[src/rtl/alu_ctrl_md.sv]
// alu_ctrl_md: RV32 ALU control decode plus an iterative RV32M multiply/divide
// engine. The engine stalls the pipeline while it runs and returns its result
// with a one-cycle md_valid pulse.
// Optional build macro: ALU_MD_RADIX4_EN retires two multiplier bits per cycle
// on MUL*. Divide always uses one quotient bit per cycle.
module alu_ctrl_md #(
  parameter int XLEN  = 32,
  parameter int CNT_W = $clog2(XLEN) + 1
) (
  input  logic            clk,
  input  logic            rst_n,
  input  logic [1:0]      ALUOp,
  input  logic [6:0]      Funct7,
  input  logic [2:0]      Funct3,
  input  logic            RType,
  input  logic            in_valid,
  input  logic [XLEN-1:0] SrcA,
  input  logic [XLEN-1:0] SrcB,
  output logic [3:0]      Operation,
  output logic            stall,
  output logic            md_valid,
  output logic [XLEN-1:0] md_result
);

  typedef enum logic [1:0] {IDLE, RUN, DONE} state_t;

  state_t            state, state_nx;
  logic [CNT_W-1:0]  cnt;
  logic [2:0]        f3;
  logic              neg_q, neg_r;
  logic [XLEN-1:0]   opnd;     // multiplicand (mul) or divisor (div), magnitude
  logic [2*XLEN-1:0] acc;      // {hi, lo}: product/multiplier or remainder/quotient

  logic            is_mop, accept, div0, last;
  logic            a_sgn, b_sgn, sa, sb;
  logic [XLEN-1:0] amag, bmag;

  assign is_mop = (ALUOp == 2'b10) && RType && (Funct7 == 7'b0000001);
  assign accept = (state == IDLE) && in_valid && is_mop;
  assign div0   = Funct3[2] && (SrcB == '0);

  // ALU operation decode; an M-op overrides the integer table
  always_comb begin
    Operation = 4'b0010;
    case (ALUOp)
      2'b00: Operation = 4'b0010;
      2'b01: begin
        case (Funct3)
          3'b001:  Operation = 4'b1001;
          3'b100:  Operation = 4'b1010;
          3'b101:  Operation = 4'b1011;
          default: Operation = 4'b1000;
        endcase
      end
      2'b11: Operation = 4'b0101;
      default: begin
        case (Funct3)
          3'b000:  Operation = (RType && Funct7 == 7'b0100000) ? 4'b0011 : 4'b0010;
          3'b001:  Operation = 4'b0100;
          3'b010:  Operation = 4'b1100;
          3'b011:  Operation = 4'b1110;
          3'b100:  Operation = 4'b0110;
          3'b101:  Operation = (Funct7 == 7'b0100000) ? 4'b0111 : 4'b0101;
          3'b110:  Operation = 4'b0001;
          default: Operation = 4'b0000;
        endcase
      end
    endcase
    if (is_mop) Operation = 4'b1111;
  end

  // Operand signedness and magnitudes at accept; MUL low half is sign-agnostic
  always_comb begin
    a_sgn = (Funct3 == 3'b001) || (Funct3 == 3'b010) || (Funct3 == 3'b100) || (Funct3 == 3'b110);
    b_sgn = (Funct3 == 3'b001) || (Funct3 == 3'b100) || (Funct3 == 3'b110);
    sa    = a_sgn && SrcA[XLEN-1];
    sb    = b_sgn && SrcB[XLEN-1];
    amag  = sa ? -SrcA : SrcA;
    bmag  = sb ? -SrcB : SrcB;
  end

  // One iteration step and the fixed-up result of the final step
  logic [2*XLEN-1:0] mul_nx, div_nx, acc_nx, prod;
  logic [XLEN:0]     trial;
  logic [XLEN-1:0]   quo, rem, res;
`ifdef ALU_MD_RADIX4_EN
  logic [XLEN+1:0]   msum;
`else
  logic [XLEN:0]     msum;
`endif

  always_comb begin
`ifdef ALU_MD_RADIX4_EN
    msum   = {2'b00, acc[2*XLEN-1:XLEN]}
           + (acc[0] ? {2'b00, opnd} : '0)
           + (acc[1] ? {1'b0, opnd, 1'b0} : '0);
    mul_nx = {msum, acc[XLEN-1:2]};
    last   = f3[2] ? (cnt == CNT_W'(XLEN-1)) : (cnt == CNT_W'(XLEN/2-1));
`else
    msum   = {1'b0, acc[2*XLEN-1:XLEN]} + (acc[0] ? {1'b0, opnd} : '0);
    mul_nx = {msum, acc[XLEN-1:1]};
    last   = (cnt == CNT_W'(XLEN-1));
`endif
    // restoring divide: shift in next dividend bit, keep difference if no borrow
    trial  = {acc[2*XLEN-1:XLEN], acc[XLEN-1]} - {1'b0, opnd};
    div_nx = trial[XLEN] ? {acc[2*XLEN-2:0], 1'b0}
                         : {trial[XLEN-1:0], acc[XLEN-2:0], 1'b1};
    acc_nx = f3[2] ? div_nx : mul_nx;
    prod   = neg_q ? -acc_nx : acc_nx;
    quo    = neg_q ? -acc_nx[XLEN-1:0] : acc_nx[XLEN-1:0];
    rem    = neg_r ? -acc_nx[2*XLEN-1:XLEN] : acc_nx[2*XLEN-1:XLEN];
    if (f3[2])            res = f3[1] ? rem : quo;
    else if (f3 == 3'b000) res = prod[XLEN-1:0];
    else                   res = prod[2*XLEN-1:XLEN];
  end

  // FSM state register
  always_ff @(posedge clk or negedge rst_n) begin
    if (!rst_n) state <= IDLE;
    else        state <= state_nx;
  end

  // FSM next state; divide by zero skips RUN entirely
  always_comb begin
    state_nx = state;
    case (state)
      IDLE:    if (accept) state_nx = div0 ? DONE : RUN;
      RUN:     if (last)   state_nx = DONE;
      default: state_nx = IDLE;
    endcase
  end

  // FSM outputs; stall covers the accept cycle and every RUN cycle
  always_comb begin
    stall    = accept || (state == RUN);
    md_valid = (state == DONE);
  end

  // Engine datapath: latch operands on accept, iterate in RUN, register result
  always_ff @(posedge clk or negedge rst_n) begin
    if (!rst_n) begin
      cnt       <= '0;
      f3        <= '0;
      neg_q     <= 1'b0;
      neg_r     <= 1'b0;
      opnd      <= '0;
      acc       <= '0;
      md_result <= '0;
    end else if (accept) begin
      cnt   <= '0;
      f3    <= Funct3;
      neg_q <= sa ^ sb;
      neg_r <= sa;
      if (Funct3[2]) begin
        opnd <= bmag;
        acc  <= {{XLEN{1'b0}}, amag};
      end else begin
        opnd <= amag;
        acc  <= {{XLEN{1'b0}}, bmag};
      end
      if (div0) md_result <= Funct3[1] ? SrcA : '1;
    end else if (state == RUN) begin
      acc <= acc_nx;
      cnt <= cnt + CNT_W'(1);
      if (last) md_result <= res;
    end
  end

endmodule

[config.mk]
export PLATFORM = sky130hd
export DESIGN_NAME = alu_ctrl_md
export DESIGN_NICKNAME = d
export VERILOG_FILES = /design/src/rtl/alu_ctrl_md.sv
export SDC_FILE = /design/constraint.sdc
export NUM_CORES = 1
export LEC_CHECK = 0
export ABC_AREA = 0
export CAP_MARGIN = 20
export CELL_PAD_IN_SITES_DETAIL_PLACEMENT = 1
export CELL_PAD_IN_SITES_GLOBAL_PLACEMENT = 1
export CORE_ASPECT_RATIO = 1.75
export CORE_MARGIN = 5
export CORE_UTILIZATION = 45
export DETAILED_ROUTE_END_ITERATION = 10
export PLACE_DENSITY = 0.9
export SYNTH_ARGS = -nofsm -noshare
export SYNTH_HDL_FRONTEND = slang
export SYNTH_SLANG_ARGS = --single-unit
[constraint.sdc]
create_clock -name clk -period 6.4 [get_ports clk]
set_input_delay 1.28 -clock clk [delete_from_list [all_inputs] [get_ports clk]]
set_output_delay 1.28 -clock clk [all_outputs]
set_load 0.01 [all_outputs]
==> out/results.tsv <==
stage	metric	value	unit
run_status	outcome	finished clean	
power	intPower	3690	uW
cells_and_area	seq_area	3530	sq um
detailed_routing	first_pass_iters	7	
global_routing	grt_pass1_wl	117	mm
floorplan	fp.dieW	155	um
clock_network	clk_latency	0.46	ns
floorplan	start_util	45.2	%
worst_setup_path	rr_endpoint	md_result[30]	
global_routing	grt_usage	36.8	%
cells_and_area	nFillCells	4637	
flow_run	cap_violations	0	
worst_setup_path	startpoint_type	register	
logic_synthesis	synthArstFlopShare	100	%
cells_and_area	nNetsFinal	2461	
logic_synthesis	synthMuxAreaShare	3.74	%
logic_synthesis	synthAdderAreaFrac	5.47	%
logic_synthesis	synth_top_family_by_area	compound AO/OA/AOI/OAI gates	
power	swShare	53.8	%
sta	hold_violations	0	
clock_network	cts_hold_buf	0	
floorplan	coreArea	36500	sq um
cells_and_area	syn2layout_area_growth	13.5	%
detailed_routing	wl_per_cell	27.5	um
logic_synthesis	synthCells	2250	
cells_and_area	diodes	0	
detailed_routing	via_per_inst	6.84	
logic_synthesis	synthSimpleGateAreaFrac	24.3	%
sta	setup_viol	0	
worst_setup_path	cp.required	6.75	ns
placed_design	dpl.hpwl	59.8	mm
detailed_routing	drcViolationCount	0	
clock_network	cts.clk_slew.worst_paths	0.07	ns
floorplan	ios	118	
worst_setup_path	setup.worst_path.end_class	register	
sta	rsz0062_at_grt	no	
sta	max_clock_freq	161	MHz
worst_setup_path	critical_path.startpoint	acc[31]	
power	p_per_area	426	nW/um^2
detailed_routing	drtAntennaViolNets	0	
clock_network	cts_buffer_depth	2	
logic_synthesis	synth_enable_flop_cells	0	
placed_design	portBuffers	117	
clock_network	root_buffer	clkbuf_16	
sta	relSlewSlack	14.4	%
logic_synthesis	synth_cell_types	108	
clock_network	cts_made_buffers	17	
clock_network	cts_resized	0	
power	power.switching	4300	uW
global_routing	grt_pass1_vias	20100	
logic_synthesis	synth-main-ff-cell	dfrtp_1	
sta	fin_crit	6.20	ns
clock_network	post_cts_buffers	0	
logic_synthesis	synth_area	16500	sq um
sta	worst_slew_pin_slew	1.28	ns
placed_design	gp_congestion	0.992	
cells_and_area	drive_above_1_share	8.01	%
logic_synthesis	synth-seq-cells	141	
worst_setup_path	worst_r2r_path_depth	21	
floorplan	die-area	40800	sq um
logic_synthesis	synth_compound_gate_area_share	30.3	%
power	power.share.clock	12.2	%
global_routing	grt_max_degree	77	
power	p_comb_share	68.8	%
sta	period_share	96.9	%
clock_network	cts_tree	yes	
logic_synthesis	syn-num-nets	2401	
clock_network	cts.sinks	141	
placed_design	dp_slack	0.374	ns
floorplan	rows	93	
logic_synthesis	ys_warn_count	0	
clock_network	cts_max_level	4	
power	vdd_drop_max	253	uV
sta	clock_skew	0.0177	ns
sta	finalWorstSetupSlack	0.196	ns
worst_setup_path	critPathMaxFanout	7	
worst_setup_path	arrival	6.56	ns
global_routing	antenna_found_initial	1	
logic_synthesis	ys_seq_area_share	21.4	%
floorplan	dieHeight	263	um
detailed_routing	drtIter0Drc	1659	
sta	drv_slew	0	
cells_and_area	multiInputGateArea	12200	sq um
global_routing	overflow	0	
logic_synthesis	synth_xor_area_share	9.70	%
worst_setup_path	endpoint	md_result[30]	
sta	fin_tns_setup	0	ns
worst_setup_path	rr_startpoint	acc[31]	
logic_synthesis	avgSynthCellArea	7.34	sq um
worst_hold_path	hold_path.class	reg -> reg	
power	seq_power_share	19.0	%
worst_setup_path	rrSetupSlack	0.20	ns
detailed_routing	drt-total-wl	77.0	mm
worst_setup_path	crit_type	reg -> reg	
power	leakage	0.00751	uW
detailed_routing	vias	19100	
-- cells in the mapped netlist (8+ instances only) --
cell | n | area share, %
a211oi_1 | 22 | 1.0
o31ai_1 | 24 | 1.1
mux2_2 | 11 | 0.75
xnor2_1 | 107 | 5.7
o21a_1 | 10 | 0.45
ha_1 | 69 | 5.2
o211ai_1 | 44 | 2.0
o221ai_1 | 33 | 1.7
or3_1 | 29 | 1.1
nor4_1 | 21 | 0.80
buf_1 | 17 | 0.39
a211o_1 | 8 | 0.42
a21o_1 | 24 | 1.1
o21bai_1 | 9 | 0.41
nand2b_1 | 18 | 0.68
clkbuf_1 | 97 | 2.2
and3_1 | 16 | 0.61
dfrtp_1 | 141 | 21
buf_2 | 18 | 0.55
o41ai_1 | 10 | 0.53
a22o_1 | 18 | 0.95
xor2_1 | 76 | 4.0
inv_1 | 66 | 1.5
a21oi_1 | 181 | 5.5
and2_1 | 49 | 1.9
a221oi_1 | 13 | 0.69
a31oi_1 | 29 | 1.1
o22ai_1 | 9 | 0.34
nor2b_1 | 11 | 0.42
o21ai_0 | 221 | 6.7
nand3_1 | 51 | 1.5
a22oi_1 | 11 | 0.50
nand4_1 | 26 | 0.98
mux2i_1 | 48 | 2.9
nand2_1 | 267 | 6.1
or2_2 | 17 | 0.64
nor2_1 | 194 | 4.4
nor3_1 | 77 | 2.3
o21ai_1 | 11 | 0.33
-- sequential cells by signal (all words and copies together), names as in the netlist --
signal	cells
neg_r	1
f3	3
state	2
md_result	32
neg_q	1
cnt	6
opnd	32
acc	64
-- worst max-delay path, cell delays in order (launching register included) --
cell and delay (ns):
dfrtp_1 0.36, inv_1 0.07, ha_1 0.20, fa_1 0.42, nand2b_1 0.22, a211oi_2 0.42
o21ai_2 0.19, a31oi_2 0.26, o21ai_2 0.10, a21oi_1 0.45, ha_1 0.29, o221ai_1 0.19
or4_1 0.66, nand2b_1 0.24, nand2b_1 0.30, or2_1 0.30, nor2_1 0.11, nand3_1 0.15
or3_1 0.38, o31ai_2 0.36, xnor2_1 0.12, a311oi_1 0.29
-- cell families after synthesis --
kind of cell,Yosys count
XOR/XNOR,183
adder cells (fa/ha/maj),71
flip-flops,141
AND/OR/NAND/NOR,823
buffers and inverters,209
AO/OA/AOI/OAI,763
multiplexers,60
-- per-layer routing --
layer	wire, um	up-vias	track usage (%)
met1	26200	9382	38.2
li1	-	8392	-
met2	38000	967	64.1
met3	4680	395	4.77
met5	0	-	0
met4	8070	0	32.4
-- worst min-delay path by stage --
stage | endpoint | slack (ns) | cells past startpoint | start
2_1_floorplan | f3[0] | 0.46 | 2 | f3[0]
3_3_place_gp | md_result[1] | 0.48 | 2 | md_result[1]
3_5_place_dp | md_result[1] | 0.49 | 2 | md_result[1]
4_1_cts | md_result[1] | 0.50 | 2 | md_result[1]
5_1_grt | opnd[8] | 0.53 | 2 | opnd[8]
6_report | md_result[1] | 0.50 | 2 | md_result[1]
-- cell type report --
class | count | share of cell area [%]
Timing Repair Buffer | 179 | 8.72
Tap cell | 475 | 3.17
Inverter | 71 | 1.42
Multi-Input combinational cell | 1900 | 65.0
Clock buffer | 17 | 2.27
Clock inverter | 15 | 0.607
Sequential cell | 141 | 18.8
-- power groups by stage --
| stage | registers, uW | clock network [uW] | logic (uW) |
|---|---|---|---|
| floorplan | 1430 | 0 | 3500 |
| global placement | 1500 | 0 | 5180 |
| detailed placement | 1520 | 0 | 5330 |
| CTS | 1510 | 971 | 5380 |
| global route | 1540 | 1010 | 5850 |
| finish | 1520 | 972 | 5500 |
-- stage by stage --
stage / hold WS (ns) / cells / cell area, sq um / utilization (%) / total power, uW
final: 0.498 / 2798 / 18700 / 51.3 / 7990
after global routing: 0.535 / 2798 / 18700 / 51.3 / 8400
after CTS: 0.503 / 2798 / 18700 / 51.3 / 7860
after detailed placement: 0.487 / 2766 / 18200 / 49.8 / 6840
after global placement: 0.479 / 2766 / 18200 / 49.8 / 6680
after floorplan: 0.461 / 2250 / 16500 / - / 4940
-- layout by cell type, fill, tap and decap left out, types with 69 or more instances in the layout --
cell,count
xor2_1,76
xnor2_1,107
nor2_1,193
clkdlybuf4s50_1,115
o21ai_0,221
ha_1,69
a21oi_1,180
nand2_1,267
dfrtp_1,140
nor3_1,77
Power figures use the tool's default switching activity.
